==> src/rtl/reaction_sequencer.sv <==
// Reaction-timer trial sequencer: 1 ms tick divider, LFSR pre-GO delay, reaction/cheat/timeout outcome.
// Optional running average of the last four valid results: define REACTION_AVG_EN.
module reaction_sequencer #(
  parameter int          TICK_DIV     = 50000,
  parameter int          MIN_DELAY_MS = 1000,
  parameter logic [15:0] RAND_MASK    = 16'h07FF,
  parameter int          MAX_MS       = 9999
) (
  input  logic        CLK,
  input  logic        RST,
  input  logic        start,
  input  logic        react,
  output logic        go_led,
  output logic        busy,
  output logic [13:0] time_ms,
  output logic        valid,
  output logic        cheat,
  output logic        timeout,
  output logic [13:0] avg_ms,
  output logic [1:0]  dbg_state
);

  localparam logic [1:0] S_IDLE = 2'd0;
  localparam logic [1:0] S_WAIT = 2'd1;
  localparam logic [1:0] S_GO   = 2'd2;
  localparam logic [1:0] S_DONE = 2'd3;

  localparam int          CNT_W = (TICK_DIV > 2) ? $clog2(TICK_DIV) : 1;
  localparam logic [13:0] MAX_T = 14'(MAX_MS);

  logic [1:0]       r_state;
  logic             r_start_q;
  logic [15:0]      r_lfsr;
  logic [CNT_W-1:0] r_div;
  logic [15:0]      r_delay;
  logic [13:0]      r_time;
  logic             r_go;
  logic             r_busy;
  logic             r_valid;
  logic             r_cheat;
  logic             r_timeout;

  logic             w_tick;
  logic             w_start_edge;
  logic             w_lfsr_fb;
  logic [15:0]      w_delay;

  assign w_tick       = (r_div == CNT_W'(TICK_DIV - 1));
  assign w_start_edge = start & ~r_start_q;
  assign w_lfsr_fb    = r_lfsr[0] ^ r_lfsr[2] ^ r_lfsr[3] ^ r_lfsr[5];
  assign w_delay      = 16'(MIN_DELAY_MS) + (r_lfsr & RAND_MASK);

  always_ff @(posedge CLK) begin
    if (RST) begin
      r_state   <= S_IDLE;
      r_start_q <= 1'b0;
      r_lfsr    <= 16'hACE1;
      r_div     <= '0;
      r_delay   <= '0;
      r_time    <= '0;
      r_go      <= 1'b0;
      r_busy    <= 1'b0;
      r_valid   <= 1'b0;
      r_cheat   <= 1'b0;
      r_timeout <= 1'b0;
    end else begin
      r_start_q <= start;
      r_lfsr    <= {w_lfsr_fb, r_lfsr[15:1]};
      r_div     <= w_tick ? '0 : r_div + CNT_W'(1);
      case (r_state)
        S_IDLE, S_DONE: begin
          if (w_start_edge) begin
            r_state   <= S_WAIT;
            r_busy    <= 1'b1;
            r_delay   <= w_delay;
            r_div     <= '0;
            r_time    <= '0;
            r_valid   <= 1'b0;
            r_cheat   <= 1'b0;
            r_timeout <= 1'b0;
          end
        end
        S_WAIT: begin
          if (react) begin
            r_state <= S_DONE;
            r_busy  <= 1'b0;
            r_cheat <= 1'b1;
          end else if (w_tick) begin
            r_delay <= r_delay - 16'd1;
            // A zero delay (possible only with MIN_DELAY_MS = 0) leaves at the first tick.
            if (r_delay <= 16'd1) begin
              r_state <= S_GO;
              r_go    <= 1'b1;
              r_div   <= '0;
            end
          end
        end
        S_GO: begin
          if (react) begin
            r_state <= S_DONE;
            r_go    <= 1'b0;
            r_busy  <= 1'b0;
            r_valid <= 1'b1;
          end else if (w_tick && (r_time != MAX_T)) begin
            r_time <= r_time + 14'd1;
            if (r_time == MAX_T - 14'd1) begin
              r_state   <= S_DONE;
              r_go      <= 1'b0;
              r_busy    <= 1'b0;
              r_timeout <= 1'b1;
            end
          end
        end
        default: r_state <= S_IDLE;
      endcase
    end
  end

`ifdef REACTION_AVG_EN
  logic [3:0][13:0] r_hist;
  logic [13:0]      r_avg;
  logic [15:0]      w_sum;
  logic             w_push;

  // The value shifted in is the count held at the reacting edge, which is the final result.
  assign w_push = (r_state == S_GO) & react;
  assign w_sum  = 16'(r_hist[0]) + 16'(r_hist[1]) + 16'(r_hist[2]) + 16'(r_hist[3]);

  always_ff @(posedge CLK) begin
    if (RST) begin
      r_hist <= '0;
      r_avg  <= '0;
    end else begin
      if (w_push) begin
        r_hist <= {r_hist[2:0], r_time};
      end
      r_avg <= w_sum[15:2];
    end
  end

  assign avg_ms = r_avg;
`else
  assign avg_ms = '0;
`endif

  assign go_led    = r_go;
  assign busy      = r_busy;
  assign time_ms   = r_time;
  assign valid     = r_valid;
  assign cheat     = r_cheat;
  assign timeout   = r_timeout;
  assign dbg_state = r_state;

endmodule

==> config.mk <==
export PLATFORM = sky130hd
export DESIGN_NAME = reaction_sequencer
export DESIGN_NICKNAME = d
export VERILOG_FILES = /design/src/rtl/reaction_sequencer.sv
export SDC_FILE = /design/constraint.sdc
export NUM_CORES = 1
export LEC_CHECK = 0
export BUFFER_PORTS_ARGS = -buffer_cell sky130_fd_sc_hd__buf_2
export CAP_MARGIN = 0
export CORE_MARGIN = 10
export CORE_UTILIZATION = 58
export DETAILED_ROUTE_END_ITERATION = 7
export PLACE_DENSITY = 0.87
export REMOVE_ABC_BUFFERS = 1
export SLEW_MARGIN = 40
export SYNTH_ARGS = -nofsm -noshare
export SYNTH_HDL_FRONTEND = slang
export SYNTH_SLANG_ARGS = --single-unit
==> constraint.sdc <==
create_clock -name CLK -period 2.5 [get_ports CLK]
set_input_delay 0.125 -clock CLK [delete_from_list [all_inputs] [get_ports CLK]]
set_output_delay 0.125 -clock CLK [all_outputs]
set_load 0.005 [all_outputs]
==> results.json <==
{
  "ant_nets": 0,
  "n_antenna_cell": 0,
  "clk_path_buf_depth": 2,
  "hold_violations": 0,
  "ys_ff_latch": 70,
  "drv_slew": 0,
  "worstPathMaxFanout": 18,
  "use_met3_pct": 3.77,
  "crit_chain": "inv_1 -> ha_1 -> nor2_1 -> a211o_1 -> or3_1 -> or4_1 -> nand2_1",
  "clock_skew_ps": 5.88,
  "relSlewSlack_pct": 48.1,
  "area_delta_synth_final_pct": 10.0,
  "r2r-start": "dbg_state[0]",
  "seq_area_frac_synth_pct": 39.0,
  "die-area_sq_um": 9750,
  "htreeDepth": 3,
  "use_met2_pct": 27.6,
  "root_buffer": "clkbuf_8",
  "numCtsBuffers": 9,
  "critPathSlowestCell": "or3_1",
  "overflow": 0,
  "finalSetupViolCount": 0,
  "die_h_um": 98.7,
  "grt_util_met1_pct": 20.7,
  "insertion_delay_ps": 350,
  "final_cell_area_sq_um": 3960,
  "first_pass_iters": 5,
  "async_reset_ff_share_pct": 0,
  "clkSinkCount": 70,
  "cpPeakStageDelay_ps": 580,
  "yosys_warnings": 0,
  "startpoint": "dbg_state[0]",
  "cts_tree": "yes",
  "port-buffer-count": 24,
  "wirelength_um": 8510,
  "worst_pin_slew_ps": 770,
  "die_w_um": 98.7,
  "wl_per_cell_um": 15.9,
  "io_pins": 39,
  "cts.repair.resized": 0,
  "routabilityCongestion": 0.900,
  "grt_first_pass_wirelength_um": 14100,
  "vias": 3283,
  "crit_type": "reg2reg",
  "p_leak_nw": 1.54,
  "via_per_inst": 6.14,
  "period_minus_slack_ps": 2410,
  "first_global_vias": 2998,
  "rsz0062_at_grt": "false",
  "synth_ff_type": "dfxtp_1",
  "crit_required_ps": 2800,
  "num_rows": 28,
  "initial_core_util_pct": 60.4,
  "netlist_area_sq_um": 3590,
  "critPathArrivalTime_ps": 2710,
  "antenna_found_initial": 0,
  "drc_errors": 0,
  "synth.distinct_cells": 58,
  "grt_busiest_layer": "met2",
  "placed_cell_area_sq_um": 3770,
  "drv_cap": 0,
  "groute.usage.overall_pct": 16.9,
  "cts.hold.buffers_added": 0,
  "drt_iter0_drc": 285,
  "grt_max_degree": 30,
  "num-nets-final": 467,
  "tns_ps": 0,
  "p_total_w": 0.00392,
  "hp-class": "in2reg",
  "path_buf_inv": 1,
  "fin_crit_sh_pct": 96.5,
  "dp_hpwl_um": 6190,
  "end_kind": "flop",
  "core-area_sq_um": 5960,
  "peakVddDrop_v": 0.000517,
  "startpoint_type": "flop",
  "hp-start": "start",
  "cts_setup_buffers": 0,
  "synthCells": 426,
  "syn_area_per_cell_sq_um": 8.44,
  "outcome": "completed",
  "synth_edf_count": 0,
  "clkTransAtPathRegs_ps": 80,
  "fmax_mhz": 415,
  "powerDensity_nw_per_um2": 991,
  "critical_path.top_delay_family": "simple AND/OR/NAND/NOR gates",
  "drive_gt1_share_pct": 16.5
}
-- logic make-up after synthesis --
kind of cell / count (synthesis) / share of synthesized area, %
other: 1 / 0.104
AND/OR/NAND/NOR: 178 / 27.5
adder cells (fa/ha/maj): 8 / 2.78
flip-flops: 70 / 39.0
AO/OA/AOI/OAI: 94 / 17.0
multiplexers: 1 / 0.278
XOR/XNOR: 29 / 7.07
buffers and inverters: 45 / 6.30
-- state kept, by name, indices dropped and copies added, names as in the netlist, 2 cells and up --
signal	cells
r_delay	16
r_div	16
r_lfsr	16
time_ms	14
dbg_state	2
-- path summary, 6_finish.rpt --
check	end	slack (ps)	depth (start not counted)
setup / recovery	time_ms[10]	90	7
setup reg to reg	time_ms[10]	90	7
hold reg to reg	r_lfsr[13]	420	1
hold / removal	r_start_q	40	2
-- metal layers --
layer / vias to the layer above / share of wire (%)
li1: 1577 / -
met1: 1536 / 43
met2: 153 / 47
met3: 17 / 7.7
met4: 0 / 2.0
met5: - / 0
-- area by class of cell --
class,count,area [sq um]
clock buffers,9,124
clock inverters,7,50.0
fillers,468,2000
inverters,14,52.6
multi-input cells,324,2020
flip-flops and latches,70,1400
well taps,75,93.8
repair buffers,36,210
-- cells in the final DEF, fill, tap and decap left out, types with 3 or more instances in the layout --
| cell | count |
|---|---|
| dfxtp_1 | 70 |
| nand3_1 | 20 |
| buf_4 | 12 |
| or3_1 | 11 |
| xnor2_1 | 15 |
| a2111oi_0 | 3 |
| nor2b_1 | 9 |
| clkbuf_8 | 9 |
| a211oi_1 | 5 |
| o211ai_1 | 7 |
| nor4_1 | 5 |
| nor2_1 | 38 |
| o21ai_0 | 22 |
| a31oi_1 | 5 |
| o221ai_1 | 3 |
| clkinvlp_4 | 3 |
| and3_1 | 6 |
| ha_1 | 8 |
| nand4_1 | 7 |
| inv_1 | 14 |
| or4_1 | 8 |
| nor3_1 | 15 |
| a21oi_1 | 25 |
| or2_2 | 10 |
| buf_2 | 24 |
| o31ai_1 | 3 |
| nand2_1 | 30 |
| conb_1 | 14 |
| xor2_1 | 14 |
-- synthesized netlist by cell type, types with 3 or more instances --
cell       count  area (sq um)
a2111oi_0      3          26.3
a211oi_1       5          37.5
a21oi_1       26           130
a31oi_1        5          31.3
and3_1         6          37.5
buf_2          4          20.0
buf_4         14           105
clkbuf_1      12          45.0
dfxtp_1       70          1400
ha_1           8           100
inv_1         14          52.6
nand2_1       30           113
nand3_1       20           100
nand4_1        7          43.8
nor2_1        38           143
nor2b_1        9          56.3
nor3_1        15          75.1
nor4_1         5          31.3
o211ai_1       7          52.6
o21ai_0       22           110
o221ai_1       3          26.3
o31ai_1        3          22.5
or2_2         10          62.6
or3_1         11          68.8
or4_1          9          67.6
xnor2_1       15           131
xor2_1        14           123
-- report_power, final --
group	switching, W	total [W]	leakage [nW]	internal (W)
logic	0.00102	0.00166	0.883	0.000646
clock network	0.000459	0.000820	0.0816	0.000360
registers	0.000165	0.00143	0.571	0.00127
total	0.00164	0.00392	1.54	0.00228
-- per-stage QoR --
| stage | utilization, % | hold slack, ps | setup slack (ps) | std cells |
|---|---|---|---|---|
| global placement | 63.4 | 394 | 179 | 519 |
| global route | 66.4 | 63.0 | 5.50 | 535 |
| floorplan | - | 194 | 186 | 408 |
| CTS | 66.3 | 37.3 | 56.4 | 535 |
| detailed placement | 63.4 | 396 | 78.8 | 519 |
| finish | 66.4 | 42.1 | 87.7 | 535 |
-- worst register-to-register path: stages (launching register included) --
cell and delay (ps):
dfxtp_1 360, inv_1 60, ha_1 370, nor2_1 80
a211o_1 290, or3_1 580, or4_1 550, nand2_1 70
(Power assumes the default switching activity.)
